## src/rtl/control_multiciclo.sv

```systemverilog
// Multicycle MIPS main control FSM.
// Sequences fetch/decode/execute/mem/writeback and drives datapath controls.
module control_multiciclo #(
  parameter int TIMEOUT = 16
) (
  input  logic       clk,
  input  logic       reset,
  input  logic [5:0] Opcode,
  input  logic [5:0] Funct,
  input  logic       Cero,
  input  logic       MemListo,
  output logic       PCEn,
  output logic       IorD,
  output logic       MemRead,
  output logic       MemWrite,
  output logic       IRWrite,
  output logic       RegDst,
  output logic       MemtoReg,
  output logic       RegWrite,
  output logic       ALUSrcA,
  output logic [1:0] ALUSrcB,
  output logic [1:0] PCSrc,
  output logic [2:0] AluOp,
  output logic [3:0] Estado,
  output logic       Excepcion
);

  typedef enum logic [3:0] {
    S_FETCH   = 4'd0,
    S_DECODE  = 4'd1,
    S_MEMADR  = 4'd2,
    S_MEMRD   = 4'd3,
    S_MEMWB   = 4'd4,
    S_MEMWR   = 4'd5,
    S_EXEC_R  = 4'd6,
    S_RWB     = 4'd7,
    S_BRANCH  = 4'd8,
    S_ADDI_EX = 4'd9,
    S_ADDI_WB = 4'd10,
    S_JUMP    = 4'd11,
    S_TRAP    = 4'd12
  } state_t;

  localparam logic [2:0] OP_AND = 3'b000;
  localparam logic [2:0] OP_OR  = 3'b001;
  localparam logic [2:0] OP_ADD = 3'b010;
  localparam logic [2:0] OP_SUB = 3'b110;
  localparam logic [2:0] OP_SLT = 3'b111;
  localparam logic [2:0] OP_NOR = 3'b100;
  localparam logic [2:0] OP_XOR = 3'b101;

  localparam int CW = (TIMEOUT > 2) ? $clog2(TIMEOUT) : 1;
  localparam logic [CW-1:0] LIM =
    (TIMEOUT == 0) ? '0 : CW'(TIMEOUT - 1);

  state_t        state_q, state_d;
  logic [CW-1:0] cnt_q, cnt_d;
  logic          waiting;

  always_comb begin
    state_d   = state_q;
    cnt_d     = '0;
    waiting   = 1'b0;
    PCEn      = 1'b0;
    IorD      = 1'b0;
    MemRead   = 1'b0;
    MemWrite  = 1'b0;
    IRWrite   = 1'b0;
    RegDst    = 1'b0;
    MemtoReg  = 1'b0;
    RegWrite  = 1'b0;
    ALUSrcA   = 1'b0;
    ALUSrcB   = 2'b00;
    PCSrc     = 2'b00;
    AluOp     = OP_AND;
    Excepcion = 1'b0;
    Estado    = state_q;
    case (state_q)
      S_FETCH: begin
        MemRead = 1'b1;
        ALUSrcB = 2'b01;
        AluOp   = OP_ADD;
        waiting = 1'b1;
        if (MemListo) begin
          IRWrite = 1'b1;
          PCEn    = 1'b1;
          state_d = S_DECODE;
        end
      end
      S_DECODE: begin
        ALUSrcB = 2'b11;
        AluOp   = OP_ADD;
        case (Opcode)
          6'b000000: state_d = S_EXEC_R;
          6'b100011: state_d = S_MEMADR;
          6'b101011: state_d = S_MEMADR;
          6'b000100: state_d = S_BRANCH;
          6'b001000: state_d = S_ADDI_EX;
          6'b000010: state_d = S_JUMP;
          default:   state_d = S_TRAP;
        endcase
      end
      S_MEMADR: begin
        ALUSrcA = 1'b1;
        ALUSrcB = 2'b10;
        AluOp   = OP_ADD;
        case (Opcode)
          6'b100011: state_d = S_MEMRD;
          6'b101011: state_d = S_MEMWR;
          default:   state_d = S_TRAP;
        endcase
      end
      S_MEMRD: begin
        IorD    = 1'b1;
        MemRead = 1'b1;
        waiting = 1'b1;
        if (MemListo) state_d = S_MEMWB;
      end
      S_MEMWB: begin
        MemtoReg = 1'b1;
        RegWrite = 1'b1;
        state_d  = S_FETCH;
      end
      S_MEMWR: begin
        IorD     = 1'b1;
        MemWrite = 1'b1;
        waiting  = 1'b1;
        if (MemListo) state_d = S_FETCH;
      end
      S_EXEC_R: begin
        ALUSrcA = 1'b1;
        state_d = S_RWB;
        case (Funct)
          6'h20:   AluOp = OP_ADD;
          6'h22:   AluOp = OP_SUB;
          6'h24:   AluOp = OP_AND;
          6'h25:   AluOp = OP_OR;
          6'h26:   AluOp = OP_XOR;
          6'h27:   AluOp = OP_NOR;
          6'h2A:   AluOp = OP_SLT;
          default: state_d = S_TRAP;
        endcase
      end
      S_RWB: begin
        RegDst   = 1'b1;
        RegWrite = 1'b1;
        state_d  = S_FETCH;
      end
      S_BRANCH: begin
        ALUSrcA = 1'b1;
        AluOp   = OP_SUB;
        PCSrc   = 2'b01;
        PCEn    = Cero;
        state_d = S_FETCH;
      end
      S_ADDI_EX: begin
        ALUSrcA = 1'b1;
        ALUSrcB = 2'b10;
        AluOp   = OP_ADD;
        state_d = S_ADDI_WB;
      end
      S_ADDI_WB: begin
        RegWrite = 1'b1;
        state_d  = S_FETCH;
      end
      S_JUMP: begin
        PCSrc   = 2'b10;
        PCEn    = 1'b1;
        state_d = S_FETCH;
      end
      S_TRAP: begin
        Excepcion = 1'b1;
      end
      default: state_d = S_FETCH;
    endcase
    // A ready on the limit cycle still advances normally
    if (waiting && !MemListo) begin
      if (TIMEOUT != 0 && cnt_q == LIM) begin
        state_d = S_TRAP;
      end else begin
        cnt_d = cnt_q + 1'b1;
      end
    end
    if (reset) begin
      PCEn      = 1'b0;
      IorD      = 1'b0;
      MemRead   = 1'b0;
      MemWrite  = 1'b0;
      IRWrite   = 1'b0;
      RegDst    = 1'b0;
      MemtoReg  = 1'b0;
      RegWrite  = 1'b0;
      ALUSrcA   = 1'b0;
      ALUSrcB   = 2'b00;
      PCSrc     = 2'b00;
      AluOp     = 3'b000;
      Excepcion = 1'b0;
      Estado    = 4'd0;
    end
  end

  always_ff @(posedge clk) begin
    if (reset) begin
      state_q <= S_FETCH;
      cnt_q   <= '0;
    end else begin
      state_q <= state_d;
      cnt_q   <= cnt_d;
    end
  end

endmodule

```

## config.mk

```make
export PLATFORM = sky130hd
export DESIGN_NAME = control_multiciclo
export DESIGN_NICKNAME = d
export VERILOG_FILES = /design/src/rtl/control_multiciclo.sv
export SDC_FILE = /design/constraint.sdc
export NUM_CORES = 1
export LEC_CHECK = 0
export CORE_ASPECT_RATIO = 0.9
export CORE_MARGIN = 2
export CORE_UTILIZATION = 48
export CTS_BUF_LIST = sky130_fd_sc_hd__clkbuf_8
export CTS_CLUSTER_SIZE = 28
export DETAILED_ROUTE_END_ITERATION = 7
export HOLD_SLACK_MARGIN = 0.05
export PLACE_DENSITY = 0.87
export SLEW_MARGIN = 20
export SYNTH_ARGS = -nofsm -noshare
export SYNTH_HDL_FRONTEND = slang
export SYNTH_SLANG_ARGS = --single-unit
```

## constraint.sdc

```tcl
create_clock -name clk -period 3.5 [get_ports clk]
set_clock_uncertainty 0.05 [all_clocks]
set_input_delay 0.875 -clock clk [delete_from_list [all_inputs] [get_ports clk]]
set_output_delay 0.875 -clock clk [all_outputs]
set_load 0.03 [all_outputs]
```

==> results of run 1 <==
[final cells by class]
cell class	instances	share of cell area (%)
multi-input cells	115	54.0
repair buffers	40	27.1
flip-flops and latches	8	12.0
clock buffers	3	3.10
well taps	25	2.35
inverters	5	1.41
[worst paths after layout]
path | from | endpoint | slack (ns)
setup reg to reg | state_q[0] | state_q[2] | 1.63
hold / removal | cnt_q[0] | cnt_q[0] | 0.39
setup / recovery | reset | AluOp[1] | 0.11
hold reg to reg | cnt_q[0] | cnt_q[0] | 0.39
[registers in the layout, indices dropped and copies added (netlist names)]
name and cells:
cnt_q 4, state_q 4
[synthesized netlist by cell type, drive strengths merged, types with 3 or more instances]
master / n
nor2b: 6
dfxtp: 8
nand2: 5
a31oi: 5
xnor2: 4
inv: 5
nor4: 4
and3: 3
xor2: 3
o21ai: 6
nand3: 5
clkbuf: 7
nor3: 6
a21oi: 6
nand2b: 8
nor2: 21
[per-layer routing]
metal  GRT usage (%)  vias up  part of all wire (%)
li1                -      560                     -
met1            29.7      532                    44
met5               0        -                     0
met2            40.5       55                    47
met3            5.59        2                   7.9
met4            3.24        0                  0.38
[per-stage QoR]
step / area [um^2] / util (%) / hold WS, ns / worst slack [ns] / total power [mW]
after global routing: 1330 / 70.9 / 0.408 / 0.0599 / 0.519
after detailed placement: 1290 / 68.7 / 0.392 / 0.116 / 0.377
after floorplan: 943 / - / 0.367 / 0.220 / 0.289
final: 1330 / 70.9 / 0.393 / 0.108 / 0.487
after global placement: 1290 / 68.7 / 0.379 / 0.120 / 0.369
after CTS: 1330 / 70.9 / 0.397 / 0.114 / 0.488
[cells by family (layout without fill, tap and decap cells)]
kind of cell | count (synthesis) | after routing | synth area share (%)
and+or+nand+nor | 72 | 72 | 42.6
AOI/OAI and AO/OA | 33 | 33 | 23.3
buffers and inverters | 14 | 48 | 6.82
DFF | 8 | 8 | 17.1
xor gates and xnor gates | 7 | 7 | 6.55
muxes | 2 | 2 | 2.27
adders and majority gates | 1 | 1 | 1.34
[power by group through the flow]
stage                     clock (mW)  combinational [mW]  sequential, mW
after floorplan                    0               0.180           0.108
after global placement             0               0.245           0.124
after detailed placement           0               0.251           0.126
after CTS                      0.112               0.252           0.124
after global routing           0.118               0.272           0.128
final                          0.110               0.252           0.125
[worst max-delay path, delay by kind of cell]
family	cells	cell delay (ns)
AOI/OAI and AO/OA	1	0.29
buffers and inverters	2	0.62
and+or+nand+nor	2	0.68
==> qor.txt, run 1 <==
sequential share of power = 25.6%
area leader, netlist = dfxtp_1
fmax = 295 MHz
Reg area = 160 um^2
total number of vias = 1,149
DRT antenna net count = 0
Reg clk slew, reported paths = 0.04 ns
H-tree levels = 1
Final setup viols = 0
CTS resizes = 0
area delta synth->final = 42.2%
Max-Cap Viols = 0
Tot GR Track Use = 23.1%
Root Buffer = clkbuf_8
Initial Util = 49.9%
warnings from Yosys = 0
Initial DRT Pass Iterations = 4
Final Critical Period = 3.39 ns
pwr dens = 366 mW/mm^2
# diodes = 0
Setup Fix Bufs, Post-CTS = 0
post-synthesis cell count = 137
combinational power share = 51.8%
Syn Nets = 154
TritonCTS clock tree = yes
Worst Max-Slew Pin Slew = 0.508 ns
Final Hold Fails = 0
multi-input logic area = 719 um^2
Switch Pwr = 0.199 mW
WL/cell = 13.4 um
Die W = 50.5 um
1st-iter DRT viols = 38
mapped cell area = 936 um^2
die height = 45.9 um
Worst Path Class, Setup = in -> out
Net Sw Frac = 41.0%
RSZ-0062 raised after global routing = false
max-slew violation count = 0
Worst IR Drop VDD = 0.000304 V
clk sinks = 8
Slowest cell on crit path = or4_4
Register-to-Register Path Depth = 5
I/O pin total = 37
filler cell count = 154
Post-Place Cells = 193
outcome = finished, final reports clean
CP Data Arrival Time = 2.47 ns
CP Capture Type = primary output
CP Launch Type = input port
first-pass GRT wire length = 4110 um
CTS Hold Bufs = 0
Pleak = 0.507 nW
Hold Path Stages = 1
commonest non-fill, non-tap cells in the layout = clkdlybuf4s50_1 (24), nor2_1 (20), buf_4 (16), dfxtp_1 (8), nand2b_1 (7)
CP max FO = 3
routed vias/inst = 5.86
largest stage delay on the critical path = 0.51 ns
CP Data Required Time = 2.57 ns
async set or reset register ratio after synthesis = 0%
Rel. slew slack = 65.2%
Clock Path Buffers = 2
IO Port Bufs = 36
Post-synth EDFFs = 0
synth top area cells = dfxtp_1 (17%), nor2_1 (8.0%), nand2b_1 (4.7%), nor2b_1 (4.0%), xnor2_1 (3.7%)
#FFs+latches synth = 8
Residual DRC = 0
DPL Wire Length = 2060 um
CTS buffer count = 3
Core Area = 0.00188 mm^2
RePlAce Congestion = 0.803
Clock Power Share = 22.6%
most common cell after layout, fill and taps aside = clkdlybuf4s50_1
period utilisation layout = 96.9%
crit path cell chain = clkdlybuf4s50_1, nand2b_1, or4_4, o41ai_2, buf_4
sequential area share after synthesis = 17.1%
initial antenna violation count = 0
site row count = 15
nets = 190
Int Power = 0.287 mW
Setup TNS = 0 ns
DRT Wirelength = 2630 um
largest net degree at the start of global routing = 19
Post-Layout Cell Count = 196
vias in the first global route = 929
die area = 0.00232 mm^2
HP Class = reg -> reg
Synth Area per Inst = 6.83 um^2
Synth Flop Type = dfxtp_1
GRT Residual Overflow = 0
Synth cell types = 45
layout cell share with drive strength beyond 1 = 15.8%
Worst-Skew Late Latency = 0.23 ns
Synth top area share = 17.1%
(Power assumes the default switching activity.)
==> inputs of run 2 (changes only) <==
--- a/config.mk
+++ b/config.mk
@@ -13,6 +13,7 @@
 export DETAILED_ROUTE_END_ITERATION = 7
 export HOLD_SLACK_MARGIN = 0.05
 export PLACE_DENSITY = 0.87
+export SKIP_LAST_GASP = 1
 export SLEW_MARGIN = 20
 export SYNTH_ARGS = -nofsm -noshare
 export SYNTH_HDL_FRONTEND = slang
==> results of run 2 <==
Final layout, timing and power as in run 1 (identical DEF).
==> inputs of run 3 (changes only) <==
--- a/config.mk
+++ b/config.mk
@@ -5,7 +5,6 @@
 export SDC_FILE = /design/constraint.sdc
 export NUM_CORES = 1
 export LEC_CHECK = 0
-export CORE_ASPECT_RATIO = 0.9
 export CORE_MARGIN = 2
 export CORE_UTILIZATION = 48
 export CTS_BUF_LIST = sky130_fd_sc_hd__clkbuf_8
==> qor.txt, run 3 (same netlist as run 1, synthesis figures left out) <==
outcome = finished, final reports clean (unchanged)
routed vias/inst = 5.79 (was 5.86)
Tot GR Track Use = 25.2% (was 23.1%)
Rel. slew slack = 53.6% (was 65.2%)
Final Critical Period = 3.40 ns (was 3.39 ns)
site row count = 15 (unchanged)
TritonCTS clock tree = yes (unchanged)
largest net degree at the start of global routing = 19 (unchanged)
CP Data Required Time = 2.57 ns (about the same)
Max-Cap Viols = 0 (unchanged)
sequential share of power = 24.2% (was 25.6%)
I/O pin total = 37 (unchanged)
Reg clk slew, reported paths = 0.04 ns (about the same)
HP Class = reg -> reg (unchanged)
clk sinks = 8 (unchanged)
IO Port Bufs = 36 (unchanged)
Pleak = 0.518 nW (was 0.507 nW)
DRT Wirelength = 2690 um (was 2630 um)
Worst Path Class, Setup = in -> out (unchanged)
Final setup viols = 0 (unchanged)
WHS Endpoint = cnt_q[0] (unchanged)
GRT Residual Overflow = 0 (unchanged)
CTS Hold Bufs = 0 (unchanged)
filler cell count = 140 (was 154)
combinational power share = 53.3% (was 51.8%)
CP max FO = 3 (unchanged)
CTS buffer count = 3 (unchanged)
Worst Hold Launch = cnt_q[0] (unchanged)
Reg area = 160 um^2 (unchanged)
Post-Place Cells = 195 (was 193)
Net Sw Frac = 41.0% (about the same)
1st-iter DRT viols = 52 (was 38)
nets = 192 (was 190)
Root Buffer = clkbuf_8 (unchanged)
Register-to-Register Path Depth = 4 (was 5)
DP Area = 0.00131 mm^2 (was 0.00129 mm^2)
area delta synth->final = 43.9% (was 42.2%)
Final Hold Fails = 0 (unchanged)
CP Data Arrival Time = 2.48 ns (was 2.47 ns)
reg-to-reg endpoint = cnt_q[3] (was state_q[2])
Post-Layout Cell Count = 198 (was 196)
Die W = 48.2 um (was 50.5 um)
RSZ-0062 raised after global routing = false (unchanged)
reg2reg setup slack = 1.62 ns (was 1.63 ns)
Hold Path Stages = 1 (unchanged)
# diodes = 0 (unchanged)
Setup Fix Bufs, Post-CTS = 0 (unchanged)
pwr dens = 366 mW/mm^2 (about the same)
Setup TNS = 0 ns (unchanged)
DPL Wire Length = 2130 um (was 2060 um)
Worst-Skew Late Latency = 0.23 ns (about the same)
biggest registers after layout = cnt_q (4), state_q (4) (unchanged)
CP Launch Type = input port (unchanged)
initial antenna violation count = 0 (unchanged)
Int Power = 0.291 mW (was 0.287 mW)
die area = 0.00232 mm^2 (about the same)
Non-Filler Cell Area, Final = 0.00135 mm^2 (was 0.00133 mm^2)
fmax = 294 MHz (was 295 MHz)
CTS resizes = 0 (unchanged)
most common cell after layout, fill and taps aside = clkdlybuf4s50_1 (unchanged)
H-tree levels = 1 (unchanged)
DRT antenna net count = 0 (unchanged)
first-pass GRT wire length = 4060 um (was 4110 um)
multi-input logic area = 719 um^2 (unchanged)
Worst Max-Slew Pin Slew = 0.678 ns (was 0.508 ns)
WL/cell = 13.6 um (was 13.4 um)
Switch Pwr = 0.202 mW (was 0.199 mW)
max-slew violation count = 0 (unchanged)
Tot Pwr = 0.492 mW (was 0.487 mW)
RePlAce Congestion = 0.901 (was 0.803)
die height = 48.2 um (was 45.9 um)
CP Capture Type = primary output (unchanged)
Initial DRT Pass Iterations = 4 (unchanged)
Core Area = 0.00178 mm^2 (was 0.00188 mm^2)
Worst IR Drop VDD = 0.000344 V (was 0.000304 V)
vias in the first global route = 970 (was 929)
period utilisation layout = 97.2% (was 96.9%)
total number of vias = 1,147 (was 1,149)
commonest non-fill, non-tap cells in the layout = clkdlybuf4s50_1 (24), nor2_1 (20), buf_4 (18), dfxtp_1 (8), nand2b_1 (7) (was clkdlybuf4s50_1 (24), nor2_1 (20), buf_4 (16), dfxtp_1 (8), nand2b_1 (7))
Clock Path Buffers = 2 (unchanged)
layout cell share with drive strength beyond 1 = 16.8% (was 15.8%)
Critical R2R Launch = state_q[0] (unchanged)
Clock Power Share = 22.6% (about the same)
Residual DRC = 0 (unchanged)
Initial Util = 52.5% (was 49.9%)
[run 3: cell types whose count changed in the layout (fill, tap and decap cells not counted)]
cell,previous run,this run
buf_4,16,18
[run 3: how the worst max path moves through the flow]
stage                     start       end  slack [ns]
after floorplan           reset      IorD        0.22
after global placement    reset  AluOp[1]        0.11
after detailed placement  reset  AluOp[1]        0.11
after CTS                 reset  AluOp[1]         0.1
after global routing      reset      PCEn        0.02
final                     reset  AluOp[1]         0.1
[run 3: power by group through the flow]
stage          combinational (mW)  clock (mW)  sequential (mW)
2_1_floorplan               0.180           0            0.108
3_3_place_gp                0.255           0            0.119
3_5_place_dp                0.260           0            0.120
4_1_cts                     0.261       0.113            0.118
5_1_grt                     0.282       0.116            0.120
6_report                    0.262       0.111            0.119
[run 3: area by class of cell]
type,instances,share of cell area (%)
well taps,25,2.32
repair buffers,42,27.9
flip-flops and latches,8,11.9
clock buffers,3,3.07
inverters,5,1.39
multi-input cells,115,53.4
[run 3: through the flow]
stage               hold WS [ns]  worst slack [ns]  util (%)
global placement           0.376             0.110      73.2
global route               0.421            0.0197      75.5
floorplan                  0.367             0.220         -
detailed placement         0.386             0.108      73.2
finish                     0.389            0.0977      75.5
CTS                        0.393            0.0957      75.5
[run 3: per-layer routing]
metal	routed length, um	track usage, %	vias to the layer above
met5	0	0	-
met4	51	9.73	0
met3	198	5.19	6
met2	1310	43.2	62
met1	1130	30.8	511
li1	-	-	568
[run 3: critical path, stage by stage]
cell             delay (ns)
clkdlybuf4s50_1        0.44
nand2b_1               0.18
or4_4                  0.50
o41ai_2                0.28
buf_4                  0.21
